### config.mk
export PLATFORM = sky130hd
export DESIGN_NAME = fifo_rr_arbiter
export DESIGN_NICKNAME = d
export VERILOG_FILES = /design/src/rtl/fifo_rr_arbiter.sv
export SDC_FILE = /design/constraint.sdc
export NUM_CORES = 1
export LEC_CHECK = 0
export CAP_MARGIN = 20
export CORE_MARGIN = 5
export CORE_UTILIZATION = 42
export DETAILED_ROUTE_END_ITERATION = 16
export PLACE_DENSITY = 0.86
export SLEW_MARGIN = 20
export SYNTH_ARGS = -nofsm -noshare
export SYNTH_HDL_FRONTEND = slang
export SYNTH_SLANG_ARGS = --single-unit
### constraint.sdc
create_clock -name clk -period 2.6 [get_ports clk]
set_clock_uncertainty 0.2 [all_clocks]
set_input_delay 0.26 -clock clk [delete_from_list [all_inputs] [get_ports clk]]
set_output_delay 0.26 -clock clk [all_outputs]
set_load 0.01 [all_outputs]
### src/rtl/fifo_rr_arbiter.sv
// Round-robin burst arbiter: drains NUM_PORTS ingress FIFOs, up to MAX_BURST
// words per grant, into one registered valid/ready channel tagged with the source port.
module fifo_rr_arbiter #(
  parameter int unsigned NUM_PORTS  = 4,
  parameter int unsigned DATA_WIDTH = 8,
  parameter int unsigned MAX_BURST  = 4,
  localparam int unsigned PW = (NUM_PORTS > 1) ? $clog2(NUM_PORTS) : 1
) (
  input  logic                            clk,
  input  logic                            rst_n,
  input  logic [NUM_PORTS-1:0]            fifo_empty,
  input  logic [NUM_PORTS*DATA_WIDTH-1:0] fifo_rd_data,
  output logic [NUM_PORTS-1:0]            fifo_rd_en,
  output logic                            out_valid,
  input  logic                            out_ready,
  output logic [DATA_WIDTH-1:0]           out_data,
  output logic [PW-1:0]                   out_port,
  output logic                            busy
);

  localparam int unsigned BCW = $clog2(MAX_BURST + 1);

  typedef enum logic {ST_IDLE = 1'b0, ST_GRANT = 1'b1} state_e;

  state_e                state_q, state_d;
  logic [PW-1:0]         rr_ptr_q, rr_ptr_d;
  logic [PW-1:0]         cur_q, cur_d;
  logic [BCW-1:0]        burst_cnt_q, burst_cnt_d;
  logic                  out_valid_q, out_valid_d;
  logic [DATA_WIDTH-1:0] out_data_q, out_data_d;
  logic [PW-1:0]         out_port_q, out_port_d;

  logic                  can_load_c;
  logic                  any_req_c;
  logic                  cur_empty_c;
  logic                  pop_c;
  logic                  last_c;
  logic                  dry_c;
  logic [PW-1:0]         sel_c;
  logic [PW-1:0]         cur_inc_c;
  logic [DATA_WIDTH-1:0] cur_word_c;
  logic [31:0]           scan_idx;

  // Head word and empty flag of the currently granted port
  always_comb begin
    cur_empty_c = 1'b1;
    cur_word_c  = '0;
    for (int unsigned i = 0; i < NUM_PORTS; i++) begin
      if (cur_q == PW'(i)) begin
        cur_empty_c = fifo_empty[PW'(i)];
        cur_word_c  = fifo_rd_data[i*DATA_WIDTH +: DATA_WIDTH];
      end
    end
  end

  // First non-empty port scanning upward from rr_ptr, modulo NUM_PORTS
  always_comb begin
    any_req_c = 1'b0;
    sel_c     = rr_ptr_q;
    scan_idx  = '0;
    for (int unsigned k = 0; k < NUM_PORTS; k++) begin
      scan_idx = (32'(rr_ptr_q) + k) % NUM_PORTS;
      if (!any_req_c && !fifo_empty[PW'(scan_idx)]) begin
        any_req_c = 1'b1;
        sel_c     = PW'(scan_idx);
      end
    end
  end

  assign cur_inc_c = (cur_q == PW'(NUM_PORTS - 1)) ? '0 : cur_q + PW'(1);

  always_ff @(posedge clk or negedge rst_n) begin
    if (!rst_n) begin
      state_q <= ST_IDLE;
    end else begin
      state_q <= state_d;
    end
  end

  always_comb begin
    state_d = state_q;
    unique case (state_q)
      ST_IDLE:  if (any_req_c)       state_d = ST_GRANT;
      ST_GRANT: if (last_c || dry_c) state_d = ST_IDLE;
    endcase
  end

  // Pop strobe and burst-exit decode, valid only in GRANT
  always_comb begin
    busy       = 1'b0;
    pop_c      = 1'b0;
    dry_c      = 1'b0;
    fifo_rd_en = '0;
    can_load_c = !out_valid_q || out_ready;
    if (state_q == ST_GRANT) begin
      busy  = 1'b1;
      pop_c = can_load_c && !cur_empty_c;
      dry_c = can_load_c && cur_empty_c;
    end
    last_c = pop_c && (burst_cnt_q == BCW'(MAX_BURST - 1));
    for (int unsigned i = 0; i < NUM_PORTS; i++) begin
      fifo_rd_en[PW'(i)] = pop_c && (cur_q == PW'(i));
    end
  end

  always_comb begin
    rr_ptr_d    = rr_ptr_q;
    cur_d       = cur_q;
    burst_cnt_d = burst_cnt_q;
    out_valid_d = out_valid_q;
    out_data_d  = out_data_q;
    out_port_d  = out_port_q;
    if (state_q == ST_IDLE && any_req_c) begin
      cur_d       = sel_c;
      burst_cnt_d = '0;
    end
    if (pop_c) begin
      burst_cnt_d = burst_cnt_q + BCW'(1);
      out_valid_d = 1'b1;
      out_data_d  = cur_word_c;
      out_port_d  = cur_q;
    end else if (out_valid_q && out_ready) begin
      out_valid_d = 1'b0;
    end
    // Granted port drops to lowest priority on every burst exit
    if (last_c || dry_c) begin
      rr_ptr_d = cur_inc_c;
    end
  end

  always_ff @(posedge clk or negedge rst_n) begin
    if (!rst_n) begin
      rr_ptr_q    <= '0;
      cur_q       <= '0;
      burst_cnt_q <= '0;
      out_valid_q <= 1'b0;
      out_data_q  <= '0;
      out_port_q  <= '0;
    end else begin
      rr_ptr_q    <= rr_ptr_d;
      cur_q       <= cur_d;
      burst_cnt_q <= burst_cnt_d;
      out_valid_q <= out_valid_d;
      out_data_q  <= out_data_d;
      out_port_q  <= out_port_d;
    end
  end

  assign out_valid = out_valid_q;
  assign out_data  = out_data_q;
  assign out_port  = out_port_q;

endmodule

==> impl_metrics.tcl, run 1 <==
set metrics [dict create \
    finalCriticalPeriod_ns 2.47 \
    num_io_pins 55 \
    slowest_stage "dfrtp_2" \
    peakVddDrop_mv 0.560 \
    synth_flop_cell "dfrtp_1" \
    status "complete, no violations" \
    numCtsBuffers 3 \
    synth_area_um2 1280 \
    cp_max_fo 4 \
    setup_tns_ns 0 \
    yosys.cell_types.count 30 \
    worstPathCellList "buf_4, ha_1, a21oi_2, o31ai_2, a21oi_2, buf_4, and2_1, clkdlybuf4s15_1" \
    p_int_w 0.00138 \
    swShare_pct 38.6 \
    setup_viol 0 \
    hold_slack_ns 0.242 \
    dp_hpwl_um 2750 \
    grt_pass1_wl_um 5800 \
    synthToLayoutAreaGrowth_pct 54.3 \
    leakagePower_nw 0.882 \
    cts_root_buf "clkbuf_4" \
    yosys.area.top_type_share_pct 37.0 \
    hold_viol 0 \
    syn_nets 183 \
    syn_area_per_cell_um2 9.31 \
    total_power_w 0.00224 \
    n_antenna_cell 0 \
    drive_gt1_share_pct 21.7 \
    ys_ff_latch 19 \
    cp.required_ns 2.14 \
    crit_path_end_kind "primary output" \
    die_area_um2 4270 \
    drt_iter0_markers 40 \
    relSlewSlack_pct 43.0 \
    slew_violations 0 \
    syn_inst 138 \
    fin_nets 249 \
    cts_tree "yes" \
    antenna_found_initial 0 \
    hold_path.class "input port to async pin" \
    maxCapViolCount 0 \
    vias_per_cell 5.36 \
    dr.pass1.iters 4 \
    wl_per_cell_um 15.2 \
    clkLatencyLatePin_ns 0.29 \
    overflow 0 \
    ant_nets 0 \
    via_count 1266 \
    fp.dieW_um 65.3 \
    routed_wl_um 3590 \
    ys_warn_count 0 \
    ctsHtreeMaxLevel 1 \
    critPathArrivalTime_ns 2.01 \
    fin_crit_sh_pct 95.1 \
    fp.dieH_um 65.3 \
    path_clk_slew_ns 0.11 \
    power_density_nw_per_um2 1130 \
    core.rowCount 20 \
    synth_largest_area_cell "dfrtp_1" \
    clock-sinks 19 \
    track_usage_pct 17.3 \
    start_util_pct 42.8 \
    tightestPinTransition_ns 0.852 \
    port_buffers 54 \
    max_freq_mhz 404 \
    ys_top_cells_by_area "dfrtp_1, a21oi_1, mux2_2" \
    drc 0 \
    cts_buffer_depth 2 \
    synth-edff-count 0 \
    p_sw_w 0.000867 \
    ys_async_sr_fraction_pct 100 \
    grt_pass1_vias 1277 \
    path_class "register to primary output" \
    ys_seq_area_share_pct 37.0 \
    rsz0062_at_grt "false" \
    core-area_um2 3000 \
    startpoint_type "register" \
    p_seq_share_pct 24.4 \
    critPathMaxStageDelay_ns 0.46 \
    grt_max_degree 20 \
    clockPowerShare_pct 6.5 \
    gp_congestion 0.794 \
    p_comb_share_pct 69.0 \
]
cell type report:
type                       instances  area [um^2]
clock buffer                       4         26.3
sequential                        19          477
inverter                          13         48.8
tap                               33         41.3
timing repair buffer              69          643
multi-input combinational         98          747
fill                             250         1020
state kept, by name, summed over array words and instances (netlist names):
signal,flops
out_data,8
burst_cnt_q,3
cur_q,2
out_port,2
rr_ptr_q,2
out_valid,1
state_q,1
critical path, delay by kind of cell (launching register included):
family                     cells  cell delay, ns
adders and majority gates      1            0.24
buffers and inverters          3            0.51
AOI/OAI and AO/OA              3            0.41
DFF                            1            0.46
and+or+nand+nor                1            0.11
routing by layer:
layer	share of wire (%)	track usage, %	vias up
met5	0	0	-
li1	-	-	618
met3	8.9	5.13	7
met1	40	19.2	584
met2	50	31.1	57
met4	1.4	5.70	0
metrics by stage:
step	cells	area (um^2)	utilization (%)	setup WS [ns]
after CTS	234	1960	65.2	0.0309
final	236	1980	66.0	0.126
after floorplan	138	1280	-	0.359
after global routing	236	1980	66.0	0.0163
after detailed placement	226	1880	62.6	0.0107
after global placement	226	1880	62.6	0.104
placed cells by master, fill, tap and decap left out, types with 3 or more instances in the layout:
master           instances
ha_1                     3
nand2_1                 13
mux2_4                   5
dfrtp_1                 18
nor2_1                   4
and2_1                   3
inv_1                   11
clkdlybuf4s50_1         51
a21oi_1                 17
o21ai_0                 13
a22o_1                   8
mux2i_1                  3
buf_4                   15
clkbuf_4                 3
mux2_2                   7
synth_stat cells, types with 2 or more instances:
library cell / count
nand2_1: 13
nand2b_1: 2
nor2b_1: 3
o21ai_0: 13
mux2_4: 5
dfrtp_1: 19
nor2_1: 4
a22o_1: 8
mux2i_1: 3
inv_1: 13
a21oi_1: 18
buf_6: 3
clkbuf_1: 4
ha_1: 6
mux2_2: 7
and2_1: 3
repair_timing:
item	4_1_cts	5_1_grt
pin swaps	2	2
gates resized for setup	9	11
setup buffers	4	2
hold buffers	0	0
setup endpoints to repair	3	2
path summary, 6_finish.rpt:
| kind | from | endpoint | slack (ns) | cells past startpoint |
|---|---|---|---|---|
| setup reg to reg | cur_q[0] | out_port[1] | 0.33 | 8 |
| max in group asynchronous | rst_n | cur_q[0] | 1.37 | 1 |
| hold / removal | rst_n | out_data[6] | 0.24 | 1 |
| min in group clk | burst_cnt_q[0] | burst_cnt_q[0] | 0.30 | 1 |
| setup / recovery | cur_q[0] | fifo_rd_en[0] | 0.13 | 8 |
| hold reg to reg | burst_cnt_q[0] | burst_cnt_q[0] | 0.30 | 1 |
power groups by stage:
stage,clock network [W],registers [W],logic [W]
final,0.000147,0.000548,0.00155
after detailed placement,0,0.000554,0.00143
after global routing,0.000166,0.000573,0.00169
after CTS,0.000151,0.000543,0.00152
after floorplan,0,0.000576,0.000902
after global placement,0,0.000543,0.00138
cell families (layout without fill, tap and decap cells):
family | after synthesis | count (layout) | synth area share [%]
AOI/OAI and AO/OA | 50 | 50 | 24.9
and+or+nand+nor | 27 | 27 | 9.93
buffers and inverters | 21 | 86 | 7.98
DFF | 19 | 19 | 37.0
muxes | 15 | 15 | 14.3
adders and majority gates | 6 | 6 | 5.84
(Power assumes the default switching activity.)
==> inputs of run 2 (changes only) <==
- GPL_TIMING_DRIVEN: unset -> 0
- TNS_END_PERCENT: unset -> 30
==> run 2 against run 1 <==
Net effect:
- sequential share of layout area is 0.57 points lower
- via count is 4.2% higher
- setup slack worse by 0.049 ns
- cell count is 2.1% higher
- utilization is 1.4 points higher
- clock power is 8% higher
- critical endpoint unchanged
- largest cell class unchanged
==> impl_metrics.tcl, run 2 (synthesis results as in run 1) <==
set metrics [dict create \
    status "complete, no violations" \
    cp_max_fo 10 \
    path_class "register to primary output" \
    core.rowCount 20 \
    slew_violations 0 \
    vias_per_cell 5.47 \
    relSlewSlack_pct 41.1 \
    tightestPinTransition_ns 0.881 \
    startpoint_type "register" \
    critPathArrivalTime_ns 2.06 \
    fin_crit_sh_pct 97.0 \
    hold_path.class "input port to async pin" \
    power_density_nw_per_um2 1170 \
    drc 0 \
    gp_congestion 0.787 \
    numCtsBuffers 3 \
    fp.dieW_um 65.3 \
    antenna_found_initial 0 \
    grt_pass1_wl_um 6200 \
    max_freq_mhz 396 \
    layout_common_cells "clkdlybuf4s50_1, dfrtp_1, a21oi_1" \
    dr.pass1.iters 4 \
    cp.required_ns 2.14 \
    crit_path_end_kind "primary output" \
    final_common_cell "clkdlybuf4s50_1" \
    via_count 1319 \
    wl_per_cell_um 16.4 \
    setup_viol 0 \
    start_util_pct 42.8 \
    rsz0062_at_grt "true" \
    num_io_pins 55 \
    r2r_slack_ns 0.18 \
    largest_reg_flops 8 \
    rr_startpoint "cur_q[1]" \
    fp.dieH_um 65.3 \
    drive_gt1_share_pct 22.1 \
    leakagePower_nw 0.904 \
    clock-sinks 19 \
    ctsHtreeMaxLevel 1 \
    synthToLayoutAreaGrowth_pct 57.6 \
    stdcell_area_um2 2030 \
    crit_end "fifo_rd_en[0]" \
    cts_buffer_depth 2 \
    grt_pass1_vias 1387 \
    die_area_um2 4270 \
    port_buffers 54 \
    fin_nets 254 \
    dp_hpwl_um 2820 \
    grt_max_degree 20 \
    finalCriticalPeriod_ns 2.52 \
    clkLatencyLatePin_ns 0.31 \
    place_worst_setup_slack_ns -0.449 \
    overflow 0 \
    n_antenna_cell 0 \
    hold_viol 0 \
    ant_nets 0 \
    peakVddDrop_mv 0.521 \
    track_usage_pct 18.6 \
    maxCapViolCount 0 \
    drt_iter0_markers 67 \
    cts_tree "yes" \
    path_clk_slew_ns 0.12 \
    timing.rr.end "out_data[4]" \
    cts_root_buf "clkbuf_4" \
    crit_path_start "cur_q[1]" \
    routed_wl_um 3950 \
    reg2reg_depth 9 \
    placed_cell_area_um2 1870 \
    core-area_um2 3000 \
    layout_setup_ws_ns 0.0774 \
]
run 2: cell types whose count changed in the layout (fill, tap and decap cells not counted), sizes merged:
cell / before / now
clkbuf: 6 / 7
buf: 15 / 20
clkdlybuf4s15: 1 / 0
run 2: critical path, cell delays in order, from the launching register on:
cell and delay [ns]:
dfrtp_1 0.42, buf_4 0.15, ha_2 0.19, buf_6 0.14, a21oi_4 0.14, o31ai_2 0.10
a21oi_2 0.30, and2_1 0.18, buf_2 0.13
run 2: metrics by stage:
step	instances	util (%)	setup TNS, ns	total power [W]	hold slack [ns]
floorplan	138	-	0	0.00148	-0.236
global placement	225	62.2	-1.11	0.00192	0.269
detailed placement	225	62.2	-1.33	0.00198	0.287
CTS	237	65.0	0	0.00225	0.260
global route	241	67.5	-0.0954	0.00254	0.302
finish	241	67.5	0	0.00236	0.236
run 2: final cells by class:
cell class,instances,area [um^2]
well taps,33,41.3
repair buffers,68,634
inverters,13,48.8
fillers,247,977
clock buffers,4,26.3
multi-input cells,98,754
flip-flops and latches,19,475
plain buffers,6,45.0
run 2: metal layers:
metal,GRT usage [%],vias to the layer above,wire length [um]
met2,32.9,58,1930
met1,21.4,623,1610
met3,4.10,13,318
met4,7.77,0,94
li1,-,625,-
met5,0,-,0
run 2: worst min-delay path by stage:
| stage | endpoint | slack, ns | from |
|---|---|---|---|
| after floorplan | burst_cnt_q[0] | -0.24 | rst_n |
| after global placement | burst_cnt_q[0] | 0.27 | burst_cnt_q[0] |
| after detailed placement | burst_cnt_q[0] | 0.29 | burst_cnt_q[0] |
| after CTS | out_data[5] | 0.26 | rst_n |
| after global routing | out_data[5] | 0.30 | rst_n |
| final | out_data[5] | 0.24 | rst_n |
run 2: where the power goes:
part | switching (W) | leakage [nW] | internal (W) | total, W
clock | 0.0000988 | 0.0150 | 0.0000599 | 0.000159
sequential | 0.000101 | 0.232 | 0.000442 | 0.000543
combinational | 0.000736 | 0.658 | 0.000925 | 0.00166
total | 0.000936 | 0.904 | 0.00143 | 0.00236
run 2: repair_timing:
item	4_1_cts	5_1_grt
endpoints found under the setup margin	4	4
pin swaps	2	4
gates resized for setup	15	13
hold buffers	0	0
buffers inserted	9	5
endpoints found under the hold margin	0	0
==> inputs of run 3 (changes only) <==
==> constraint.sdc (replaced) <==
create_clock -name clk -period 2.6 [get_ports clk]
set_clock_uncertainty 0.2 [all_clocks]
set_input_delay 0.26 -clock clk [delete_from_list [all_inputs] [get_ports clk]]
set_output_delay 0.26 -clock clk [all_outputs]
set_load 0.02 [all_outputs]
==> run 3 against run 2 <==
Net effect:
- non-clock buffer count increased by 2
- critical endpoint unchanged
- clock power about the same
- total power increased by 6.6%
- global-route usage decreased by 0.14 points
- flip-flop and latch count unchanged
- sequential share of layout area decreased by 0.47 points
- largest cell class unchanged
- largest power group unchanged
- cell count increased by 0.83%
- worst hold slack got worse by 0.0095 ns
- count of clock-buffer cells in the layout unchanged
- sequential power about the same
==> impl_metrics.tcl, run 3 (synthesis results as in run 1) <==
set metrics [dict create \
    clock-sinks 19 \
    hold_path.class "input port to async pin" \
    power_density_nw_per_um2 1220 \
    drc 0 \
    numCtsBuffers 3 \
    critPathArrivalTime_ns 2.07 \
    hold_viol 0 \
    ctsHtreeMaxLevel 1 \
    gp_congestion 0.787 \
    drt_iter0_markers 61 \
    cp.required_ns 2.14 \
    hold_buffers 0 \
    path_clk_slew_ns 0.12 \
    place_worst_setup_slack_ns -0.517 \
    port_buffers 54 \
    dp_hpwl_um 2820 \
    synthToLayoutAreaGrowth_pct 60.9 \
    num_io_pins 55 \
    critPathMaxStageDelay_ns 0.43 \
    tightestPinTransition_ns 0.860 \
    finalCriticalPeriod_ns 2.53 \
    crit_path_end_kind "primary output" \
    fillers 235 \
    core-area_um2 3000 \
    cp_top_family "compound AO/OA/AOI/OAI gates" \
    setup_viol 0 \
    placed_cell_area_um2 1870 \
    cts_buffer_depth 2 \
    path_class "register to primary output" \
    fp.dieH_um 65.3 \
    worstPathCellList "inv_2, ha_2, buf_6, nor3b_4, o31ai_2, a21oi_2, and2_4, buf_6" \
    status "complete, no violations" \
    track_usage_pct 18.4 \
    grt_pass1_vias 1388 \
    largest_reg_flops 8 \
    dr.pass1.iters 4 \
    drive_gt1_share_pct 23.8 \
    wl_per_cell_um 16.4 \
    cp_max_fo 6 \
    relSlewSlack_pct 42.5 \
    layout_setup_ws_ns 0.0661 \
    vias_per_cell 5.42 \
    via_count 1316 \
    hold_slack_ns 0.227 \
    utilization_pct 68.8 \
    grt_pass1_wl_um 6160 \
    leakagePower_nw 0.918 \
    maxCapViolCount 0 \
    clkLatencyLatePin_ns 0.31 \
    start_util_pct 42.8 \
    antenna_found_initial 0 \
    routed_wl_um 3970 \
    cp_common_cell "buf_6" \
    cts_tree "yes" \
    stdcell_area_um2 2070 \
    cts_root_buf "clkbuf_4" \
    final_common_cell "clkdlybuf4s50_1" \
    slew_violations 0 \
    crit_buf_inv 3 \
    slowest_stage "dfrtp_1" \
    core.rowCount 20 \
    overflow 0 \
    ant_nets 0 \
    fin_crit_sh_pct 97.5 \
    die_area_um2 4270 \
    layout_common_cells "clkdlybuf4s50_1, dfrtp_1, a21oi_1, buf_4" \
    peakVddDrop_mv 0.549 \
    fp.dieW_um 65.3 \
    fin_nets 256 \
    n_antenna_cell 0 \
    max_freq_mhz 395 \
    grt_max_degree 20 \
    startpoint_type "register" \
]
-- run 3: cell types whose count changed in the layout (fill, tap and decap cells not counted), sizes merged --
cell,before,now
buf,20,22
-- run 3: layer usage --
| layer | global-route usage [%] | share of wire [%] | vias to the layer above | routed length, um |
|---|---|---|---|---|
| met5 | 0 | 0 | - | 0 |
| met4 | 8.03 | 2.8 | 0 | 111 |
| met3 | 4.10 | 8.4 | 11 | 332 |
| met2 | 32.6 | 48 | 62 | 1920 |
| met1 | 21.0 | 41 | 613 | 1610 |
| li1 | - | - | 630 | - |
-- run 3: worst paths after layout --
| path | end | start | depth (start not counted) | slack (ns) |
|---|---|---|---|---|
| min reg2reg | burst_cnt_q[0] | burst_cnt_q[0] | 1 | 0.30 |
| max reg2reg | out_data[2] | cur_q[0] | 9 | 0.18 |
| max | fifo_rd_en[0] | cur_q[0] | 8 | 0.07 |
| min | out_data[5] | rst_n | 1 | 0.23 |
| max in group asynchronous | out_valid | rst_n | 1 | 1.44 |
| min in group clk | burst_cnt_q[0] | burst_cnt_q[0] | 1 | 0.30 |
-- run 3: final cells by class --
cell class,count,area (um^2),share of cell area (%)
plain buffers,5,33.8,1.63
clock buffers,4,26.3,1.27
inverters,13,48.8,2.36
multi-input cells,98,769,37.2
flip-flops and latches,19,475,23.0
well taps,33,41.3,2.00
repair buffers,71,672,32.5
-- run 3: metrics by stage --
step           setup TNS (ns)  total power (W)  instances
2_1_floorplan               0          0.00156        138
3_3_place_gp            -1.31          0.00200        225
3_5_place_dp            -1.54          0.00206        225
4_1_cts                     0          0.00234        238
5_1_grt               -0.0950          0.00269        243
6_report                    0          0.00252        243
-- run 3: report_power, final --
part	switching, W	leakage [nW]	internal (W)
Combinational	0.000833	0.672	0.000979
Clock	0.000100	0.0150	0.0000600
Sequential	0.000103	0.232	0.000442
-- run 3: repair_timing --
item	CTS	global route
resized for setup	17	19
endpoints found under the setup margin	4	3
endpoints found under the hold margin	0	0
pin swaps	2	5
gates cloned	0	0
buffers inserted	10	7
